<file path="config.mk">
export PLATFORM = sky130hd
export DESIGN_NAME = fetch_control
export DESIGN_NICKNAME = d
export VERILOG_FILES = /design/src/rtl/fetch_control.sv
export SDC_FILE = /design/constraint.sdc
export NUM_CORES = 1
export LEC_CHECK = 0
export CAP_MARGIN = 0
export CORE_ASPECT_RATIO = 2
export CORE_MARGIN = 10
export CORE_UTILIZATION = 60
export CTS_CLUSTER_SIZE = 12
export DETAILED_ROUTE_END_ITERATION = 10
export DONT_BUFFER_PORTS = 1
export GPL_TIMING_DRIVEN = 0
export PLACE_DENSITY = 0.76
export SLEW_MARGIN = 20
export SYNTH_ARGS = -nofsm -noshare
export SYNTH_HDL_FRONTEND = slang
export SYNTH_SLANG_ARGS = --single-unit
</file>
<file path="constraint.sdc">
create_clock -name clk -period 2.2 [get_ports clk]
set_clock_uncertainty 0.05 [all_clocks]
set_input_delay 0.44 -clock clk [delete_from_list [all_inputs] [get_ports clk]]
set_output_delay 0.44 -clock clk [all_outputs]
set_load 0.05 [all_outputs]
</file>
<file path="src/rtl/fetch_control.sv">
// fetch_control: fetch-stage sequencer with halt detection, pipeline drain and
// saturating run/fetch cycle counters.
module fetch_control #(
  parameter logic [4:0] HALT_OP      = 5'b11111,
  parameter int         DRAIN_CYCLES = 3
) (
  input  logic        clk,
  input  logic        reset,
  input  logic        start,
  input  logic        stall_req,
  input  logic        branch_taken,
  input  logic [16:0] instr_d,
  output logic        pc_en,
  output logic        pc_clear,
  output logic        fd_en,
  output logic        fd_flush,
  output logic        de_flush,
  output logic        running,
  output logic        halted,
  output logic [15:0] cycle_count,
  output logic [15:0] fetch_count
);
  typedef enum logic [1:0] {IDLE, RUN, DRAIN, HALTED} state_t;
  localparam logic [2:0] DRAIN_LOAD = 3'(DRAIN_CYCLES - 1);
  state_t      state_q, state_d;
  logic [2:0]  drain_q, drain_d;
  logic [15:0] cycle_q, cycle_d, fetch_q, fetch_d;
  logic        halt_det, accept;
  // a redirect or stall in the same cycle masks the halt opcode
  assign halt_det = state_q == RUN && instr_d[16:12] == HALT_OP && !branch_taken && !stall_req;
  assign accept   = (state_q == IDLE || state_q == HALTED) && start;
  assign cycle_count = cycle_q;
  assign fetch_count = fetch_q;
  always_ff @(posedge clk or negedge reset)
    if (!reset) begin
      state_q <= IDLE;
      drain_q <= '0;
      cycle_q <= '0;
      fetch_q <= '0;
    end else begin
      state_q <= state_d;
      drain_q <= drain_d;
      cycle_q <= cycle_d;
      fetch_q <= fetch_d;
    end
  always_comb begin
    state_d = state_q;
    drain_d = drain_q;
    case (state_q)
      IDLE, HALTED: state_d = start ? RUN : state_q;
      RUN: begin
        state_d = halt_det ? DRAIN : RUN;
        drain_d = halt_det ? DRAIN_LOAD : drain_q;
      end
      default: begin
        state_d = drain_q == '0 ? HALTED : DRAIN;
        drain_d = drain_q == '0 ? '0 : drain_q - 3'd1;
      end
    endcase
    cycle_d = accept ? '0 : (running && cycle_q != 16'hFFFF) ? cycle_q + 16'd1 : cycle_q;
    fetch_d = accept ? '0 : (pc_en && fetch_q != 16'hFFFF) ? fetch_q + 16'd1 : fetch_q;
  end
  always_comb begin
    running  = state_q == RUN;
    halted   = state_q == HALTED;
    pc_clear = accept;
    pc_en    = running && (branch_taken || (!stall_req && !halt_det));
    fd_en    = pc_en;
    fd_flush = !running || branch_taken || halt_det;
    de_flush = !running || branch_taken || stall_req;
  end
endmodule
</file>
==> results.cfg <==
[run_status]
status = finished with violations
failed_checks = negative setup slack

[detailed_routing]
final_antenna_net_count = 0
drt-vias-per-instance = 6.38
drt-initial-drc-count = 106
post_drt_wl_per_cell_um = 20.3
detailed_route_wire_length_um = 6020
drtPass1Iterations = 4
num_vias = 1896
route.detailed.drc = 0

[setup_path]
crit_path_end_kind = output port
startpoint_type = register
critical_path_s_largest_stage_delay_ps = 450
crit_chain = inv_2 > ha_4 > nand4b_4 > or3_4 > nand3b_1
worst-setup-path-type = reg -> out
cpMaxStageDelayCell = nand3b_1
worst_path_arrival_ps = 2080
cp.required_ps = 1710
timing.critical_path.fanout_max = 7

[power_and_ir_drop]
peakVddDrop_mv = 1.14
p_seq_share_pct = 35.8
power.clock.fraction_pct = 14.6
power_report.internal_total_mw = 1.67
combinationalPowerShare_pct = 49.6
cellPowerDensity_nw_per_um2 = 1190
power.net_switching_mw = 1.44
power.static_leakage_nw = 1.09
power.share.switching_pct = 46.3

[clock_network]
cts_tree = done
clkSinkCount = 37
cts.path.max_buffers = 2
cts-buffers-inserted = 5
worst_setup_hold_path_clk_slew_ps = 80
cts_max_level = 2
cts.root.buffer_cell = clkbuf_8
worstSkewPairLatency_ps = 290

[timing]
rsz0062_at_grt = true
finalHoldViolCount = 0
setup_viol_count_final = 4
postLayoutSetupSlackWorst_ps = -374
max_fclk_mhz = 388
maxSlewHeadroom_pct = 54.7
tightest_slew_ps = 679
final-max-slew-violation-count = 0
layout_worst_path_cycle_share_pct = 117
fin_crit_ps = 2570

[cells_and_area]
layoutNonFillerInstCount = 297
antenna_fix_cells = 0
drive_gt1_share_pct = 29.3
finalInstanceArea_um2 = 2620
design.final.nets = 275
layout-area-overhead-vs-synth_pct = 23.2

[floorplanning]
chipWidth_um = 62.1
starting_density_pct = 62.3
floorplan.core_area_um2 = 3420
io_pins = 61
die-height_um = 104
std_cell_rows = 30
die_area_um2 = 6480

[yosys]
synth.top_cells.by_count = dfrtp_1 (37), nor2_1 (23), nand2_1 (21)
post-synth-top-count-cell = dfrtp_1
share_of_the_synthesized_area_in_the_top_cell_type_pct = 43.5
synth-warning-count = 0
yosys-top-cells-area = dfrtp_1 (43%), xnor2_1 (4.9%), nor2_1 (4.1%)
postSynthCellCount = 222
syn-num-nets = 249
post_synth.cell_area_avg_um2 = 9.59
synthArstFlopShare_pct = 100
number_of_distinct_library_cells_after_synthesis = 51
synthesis.area_um2 = 2130
synth.yosys.seq_area_share_pct = 43.5
synth-edff-count = 0
postSynthRegisterBits = 37
dominantRegCellSynth = dfrtp_1
synth_area_leader_cell = dfrtp_1

[placed_design]
detailed_place_hpwl_um = 4250
placement.cell_area_um2 = 2200
placed_cells_incl_taps = 270
io_buffer_count = 0
gp_congestion = 0.882
dp_slack_ps = -275

[grt]
grt_overflow_total = 0
vias_in_the_first_global_route = 1910
grt_start_max_net_pins = 38
grt_pass1_wl_um = 9400
gr-usage-all-layers_pct = 17.5
grt_antenna_before_repair = 0

[flow_run]
max-cap-violations = 0

[worst_hold_path]
min-delay-path-class = in -> reg
==> critical path, delay by kind of cell (launching register included) <==
| family | cells | cell delay (ps) |
|---|---|---|
| buffers and inverters | 1 | 90 |
| flip-flops | 1 | 400 |
| adder cells (fa/ha/maj) | 1 | 300 |
| AND/OR/NAND/NOR | 3 | 1010 |
==> cells in the final DEF, fill, tap and decap left out, types with 3 or more instances in the layout <==
cell,synthesis,layout
and3_1,4,4
ha_4,0,3
or3_1,7,6
nand2_1,21,20
dfrtp_1,37,23
a21oi_1,16,15
and4_1,3,3
o21ai_1,6,7
or4_1,4,4
nand3_1,13,13
clkbuf_8,1,7
buf_4,1,13
inv_1,6,3
dfrtp_2,0,12
nand4_1,4,4
nor2_1,23,23
xnor2_1,12,12
nor4_1,3,3
nor3_1,7,7
==> registers in the layout, indices dropped and copies added, names as in the netlist <==
signal,cells
cycle_count,16
drain_q,3
fetch_count,16
state_q,2
==> layout make-up <==
type                       instances  area (um^2)
multi-input combinational        171         1210
sequential                        37          948
fill                             231          792
timing repair buffer              19          183
buffer                             8          110
clock buffer                       6         72.6
tap                               48         60.1
inverter                           6         31.3
clock inverter                     2         10.0
==> kinds of logic (layout without fill, tap and decap cells) <==
kind of cell	count (synthesis)	after routing	share of synthesized area [%]
DFF	37	37	43.5
and+or+nand+nor	107	107	29.3
AOI/OAI and AO/OA	43	43	13.4
adders and majority gates	5	5	2.94
buffers and inverters	14	41	4.23
xor gates and xnor gates	14	14	5.76
muxes	2	2	0.940
==> final timing paths <==
kind / startpoint / endpoint / slack [ps] / cells after the start
worst max register to register: state_q[0] / fetch_count[3] / 50 / 8
max in group asynchronous: reset / fetch_count[9] / 1320 / 2
min in group asynchronous: reset / cycle_count[15] / 580 / 2
worst min register to register: drain_q[2] / drain_q[2] / 480 / 1
worst min-delay path: start / cycle_count[5] / 300 / 3
worst max-delay path: state_q[1] / fd_flush / -370 / 5
==> power groups by stage <==
stage | Sequential, mW | Combinational [mW] | Clock, mW
6_report | 1.12 | 1.55 | 0.455
5_1_grt | 1.13 | 1.65 | 0.495
3_3_place_gp | 1.10 | 0.986 | 0
2_1_floorplan | 1.06 | 0.854 | 0
4_1_cts | 1.11 | 1.27 | 0.465
3_5_place_dp | 1.11 | 1.05 | 0
==> layer usage <==
| metal | vias up | track usage, % | routed length, um |
|---|---|---|---|
| met2 | 65 | 33.5 | 3560 |
| met5 | - | 0 | 0 |
| met4 | 0 | 8.72 | 144 |
| met3 | 16 | 5.61 | 394 |
| li1 | 863 | - | - |
| met1 | 952 | 15.5 | 1930 |
==> through the flow <==
| step | power, mW | TNS, ps | hold slack, ps | utilization (%) |
|---|---|---|---|---|
| finish | 3.12 | -932 | 297 | 76.8 |
| global route | 3.27 | -1340 | 292 | 76.8 |
| CTS | 2.84 | -950 | 311 | 72.1 |
| detailed placement | 2.16 | -3450 | 95.6 | 64.5 |
| global placement | 2.08 | -2250 | 95.5 | 64.5 |
| floorplan | 1.91 | 0 | 94.4 | - |
==> repair_timing <==
item	in CTS	in global routing
cloned	1	2
hold endpoints to repair	37	0
buffers inserted	4	11
pin swaps	1	6
resized for setup	28	19
hold buffers	2	0
setup endpoints to repair	30	26
Note: power is estimated with default switching activity, not from simulation.
